File: src/rtl/timing_sequencer.sv
// Instruction timing-state sequencer: steps a T-state counter on falling clock
// edges under command control, tracks a level interrupt and a sticky error.
module timing_sequencer #(
    parameter int W     = 3,
    parameter int MAX_T = 6
) (
    input  logic         i_clk,
    input  logic         i_reset_n,
    input  logic         i_rdy,
    input  logic [1:0]   i_cmd,
    input  logic [W-1:0] i_load,
    input  logic         i_irq,
    output logic [W-1:0] o_tcu,
    output logic         o_sync,
    output logic         o_t0,
    output logic         o_irq_pending,
    output logic         o_irq_take,
    output logic         o_err
);

    localparam logic [1:0]   CMD_INC     = 2'b00;
    localparam logic [1:0]   CMD_RESTART = 2'b01;
    localparam logic [1:0]   CMD_LOAD    = 2'b10;
    localparam logic [1:0]   CMD_SKIP    = 2'b11;
    localparam logic [W-1:0] MAX_V       = W'(MAX_T);
    localparam logic [W-1:0] ALL_ONES    = '1;

    logic [W-1:0] tcu_q, tcu_d;
    logic         irq_pending_q, irq_pending_d;
    logic         irq_take_q, irq_take_d;
    logic         err_q, err_d;

    always_comb begin
        tcu_d         = tcu_q;
        irq_pending_d = irq_pending_q;
        irq_take_d    = irq_take_q;
        err_d         = err_q;
        if (i_rdy) begin
            if (i_irq) irq_pending_d = 1'b1;
            case (i_cmd)
                CMD_INC: begin
                    // All-ones is the post-reset state, so it wraps silently.
                    if (tcu_q == MAX_V) begin
                        tcu_d = '0;
                        err_d = 1'b1;
                    end else begin
                        tcu_d = tcu_q + W'(1);
                    end
                end
                CMD_RESTART: begin
                    // Instruction boundary: an irq arriving now is taken, not queued.
                    tcu_d         = '0;
                    irq_take_d    = irq_pending_q | i_irq;
                    irq_pending_d = 1'b0;
                end
                CMD_LOAD: begin
                    if ((i_load > MAX_V) && (i_load != ALL_ONES)) begin
                        tcu_d = '0;
                        err_d = 1'b1;
                    end else begin
                        tcu_d = i_load;
                    end
                end
                CMD_SKIP: tcu_d = W'(2);
                default:  tcu_d = tcu_q;
            endcase
        end
    end

    always_ff @(negedge i_clk or negedge i_reset_n) begin
        if (!i_reset_n) begin
            tcu_q         <= ALL_ONES;
            irq_pending_q <= 1'b0;
            irq_take_q    <= 1'b0;
            err_q         <= 1'b0;
        end else begin
            tcu_q         <= tcu_d;
            irq_pending_q <= irq_pending_d;
            irq_take_q    <= irq_take_d;
            err_q         <= err_d;
        end
    end

    assign o_tcu         = tcu_q;
    assign o_sync        = (tcu_q == W'(1));
    assign o_t0          = (tcu_q == '0);
    assign o_irq_pending = irq_pending_q;
    assign o_irq_take    = irq_take_q;
    assign o_err         = err_q;

endmodule

File: config.mk
export PLATFORM = sky130hd
export DESIGN_NAME = timing_sequencer
export DESIGN_NICKNAME = d
export VERILOG_FILES = /design/src/rtl/timing_sequencer.sv
export SDC_FILE = /design/constraint.sdc
export NUM_CORES = 1
export LEC_CHECK = 0
export CORE_AREA = 2 2 39 41
export CTS_CLUSTER_DIAMETER = 60
export DETAILED_ROUTE_END_ITERATION = 6
export DIE_AREA = 0 0 41 43
export PLACE_DENSITY = 0.51
export REMOVE_ABC_BUFFERS = 1
export SETUP_SLACK_MARGIN = 0.2
export SLEW_MARGIN = 20
export SYNTH_ARGS = -nofsm -noshare
export SYNTH_HDL_FRONTEND = slang
export SYNTH_SLANG_ARGS = --single-unit
File: constraint.sdc
create_clock -name i_clk -period 1.15 [get_ports i_clk]
set_input_delay 0.23 -clock i_clk [delete_from_list [all_inputs] [get_ports i_clk]]
set_output_delay 0.23 -clock i_clk [all_outputs]
set_load 0.05 [all_outputs]
==> impl_metrics.env <==
export IMPL_yosysSeqAreaShare=0.461
export IMPL_start_kind="flip-flop"
export IMPL_synth_top_family_by_area="compound AO/OA/AOI/OAI gates"
export IMPL_final_net_count=89
export IMPL_postSynthAreaPerCell_um2=9.54
export IMPL_synth_seq_cells=6
export IMPL_worst_slack_ns=-0.872
export IMPL_required_ns=0.92
export IMPL_grt_usage=0.161
export IMPL_yosys_most_used_dff="dfstp_2"
export IMPL_synthSimpleGateAreaFrac=0.172
export IMPL_clock_latency_ns=0.30
export IMPL_hold_depth=1
export IMPL_crit_fanout=2
export IMPL_fin_skew_ns=0.0532
export IMPL_min_to="o_err$_DFFE_NN0P_"
export IMPL_rsz0062_at_grt="yes"
export IMPL_dr_pass1_iters=3
export IMPL_via_count=436
export IMPL_power_density_nw_per_um2=1400
export IMPL_die_x_um=41
export IMPL_r2r_end="o_tcu[1]$_DFFE_NN1P_"
export IMPL_grt_pass1_vias=438
export IMPL_place_hpwl_um=760
export IMPL_reg2reg_from="o_tcu[1]$_DFFE_NN1P_"
export IMPL_yosysWarningCount=0
export IMPL_synth_edf_count=0
export IMPL_hold_viol=0
export IMPL_total_power_mw=1.23
export IMPL_antenna_found_initial=0
export IMPL_holdCritStartpoint="o_err$_DFFE_NN0P_"
export IMPL_area_growth_syn_to_layout_pct=163
export IMPL_cp_cell_sequence="inv_2 -> nor3_2 -> buf_4 -> buf_12"
export IMPL_worst_slew_pin_slew_ns=0.271
export IMPL_netlist_instances=35
export IMPL_slowest_stage="dfstp_2"
export IMPL_htreeDepth=1
export IMPL_synth_compound_area_frac=0.311
export IMPL_outcome="finished, violations left"
export IMPL_dieArea_um2=1760
export IMPL_coreArea_um2=1380
export IMPL_synth_cell_type_count=19
export IMPL_numCtsBuffers=3
export IMPL_ir_drop_mv=0.978
export IMPL_criticalPathCategory="reg -> out"
export IMPL_grt_max_degree=7
export IMPL_r2r_slack_ns=-0.37
export IMPL_muxShareOfSynthArea=0
export IMPL_leakagePower_nw=0.407
export IMPL_synth_adder_area_share=0
export IMPL_io_pins=17
export IMPL_maxSlewViolCount=0
export IMPL_wire_per_inst_um=11.7
export IMPL_grt_overflow=0
export IMPL_slowest_delay_ns=0.53
export IMPL_synth_xor_area_share=0
export IMPL_port_buffers=16
export IMPL_ant_nets=0
export IMPL_critPathCaptureType="primary output"
export IMPL_async_reset_ff_frac=1.00
export IMPL_final_layout_size_suffix_gt1_frac=0.671
export IMPL_clockBufferDepth=2
export IMPL_cts_sinks=6
export IMPL_grt_pass1_wl_mm=1.86
export IMPL_cts_tree="done"
export IMPL_place_ws_ns=-0.810
export IMPL_cts_hold_fix_buffers=0
export IMPL_clk_pin_slew_ns=0.04
export IMPL_drv_cap=0
export IMPL_antenna_cells=0
export IMPL_relSlewSlack=0.819
export IMPL_wirelength_mm=1.11
export IMPL_cts_root_buf="clkbuf_4"
export IMPL_initial_core_util=0.241
export IMPL_hp_class="reg -> reg"
export IMPL_finalSetupViolations=14
export IMPL_place_gp_congestion=0.704
export IMPL_die_h_um=43
export IMPL_viasPerCell=4.59
export IMPL_drc=0
export IMPL_r2r_cells=7
export IMPL_num_rows=14
export IMPL_violations="negative setup slack"
export IMPL_drt_iter0_drc=3
export IMPL_synth_area_um2=334
export IMPL_critPathArrivalTime_ns=1.79
[state kept, by name, summed over array words and instances, names as in the netlist]
name	count
o_err	1
o_irq_pending	1
o_irq_take	1
o_tcu	3
[logic make-up after synthesis]
group | after synthesis
compound gates | 14
simple gates | 10
flops | 6
buf+inv | 5
[final cells by class]
| class | count | area, um^2 |
|---|---|---|
| fill | 121 | 507 |
| timing repair buffer | 39 | 438 |
| multi-input combinational | 24 | 216 |
| sequential | 6 | 154 |
| clock buffer | 4 | 26.3 |
| tap | 16 | 20.0 |
| clock inverter | 3 | 11.3 |
| inverter | 3 | 11.3 |
[power by group]
| part | total (mW) | leakage (nW) | internal [mW] | switching [mW] |
|---|---|---|---|---|
| clock | 0.245 | 0.0310 | 0.146 | 0.0991 |
| sequential | 0.301 | 0.0650 | 0.259 | 0.0421 |
| combinational | 0.681 | 0.311 | 0.368 | 0.313 |
[worst max-delay path, delay by kind of cell (launching register included)]
family | cells | cell delay [ns]
AND/OR/NAND/NOR | 1 | 0.09
flip-flops | 1 | 0.53
buffers and inverters | 3 | 0.29
[Yosys cell counts (2+ instances only)]
cell     count  share of area
a21oi_1      5          0.075
and2b_1      2          0.045
dfrtn_1      3           0.22
dfstp_2      3           0.24
inv_1        4          0.045
nor2_1       3          0.034
nor3_1       2          0.030
o31ai_1      2          0.045
[worst max path at each step]
stage                         startpoint                endpoint  slack, ns  cells after the start
floorplan           o_tcu[0]$_DFFE_NN1P_                  o_sync      -1.58                      2
global placement                   i_rdy  o_irq_take$_DFFE_NN0P_      -0.81                      4
detailed placement              i_cmd[0]    o_tcu[1]$_DFFE_NN1P_      -0.81                      3
CTS                 o_tcu[0]$_DFFE_NN1P_                  o_sync      -0.91                      4
global route        o_tcu[0]$_DFFE_NN1P_                  o_sync      -0.95                      4
finish              o_tcu[0]$_DFFE_NN1P_                  o_sync      -0.87                      4
[per-stage QoR]
step	area, um^2	hold WS, ns	utilization	setup TNS, ns	cells
6_report	877	0.497	0.634	-6.95	95
5_1_grt	877	0.512	0.634	-7.58	95
4_1_cts	825	0.492	0.596	-6.57	91
3_5_place_dp	688	0.492	0.497	-8.47	79
3_3_place_gp	688	0.485	0.497	-8.50	79
2_1_floorplan	330	0.401	-	-5.84	34
[layer usage]
layer | track usage | wire [um] | vias up
met2 | 0.253 | 614 | 17
met1 | 0.175 | 415 | 201
met3 | 0.0890 | 77 | 0
met5 | 0 | 0 | -
met4 | 0.0533 | 0 | 0
li1 | - | - | 218
[repair_timing]
action | 4_1_cts | 5_1_grt
gates resized for setup | 36 | 5
endpoints found under the hold margin | 0 | 0
gates cloned | 0 | 0
buffers inserted | 6 | 4
pin swaps | 10 | 4
endpoints found under the setup margin | 17 | 14
[layout by cell type (no fill, tap or decap)]
cell and instances:
a211oi_2 1, a21oi_1 2, a21oi_2 3, a31oi_1 1
a32o_1 1, a41o_1 1, and2b_1 1, and2b_2 1
buf_12 8, buf_2 1, buf_4 15, buf_6 10
clkbuf_1 1, clkbuf_4 3, clkdlybuf4s15_1 1, clkdlybuf4s50_1 2
dfrtn_1 3, dfstp_2 3, dlygate4sd2_1 2, inv_1 4
inv_2 2, nand2b_1 1, nor2_1 3, nor3_2 1
nor3_4 1, nor3b_4 1, o211ai_1 1, o22ai_1 1
o311ai_2 1, o31ai_2 2, or2b_1 1
(Power assumes the default switching activity.)
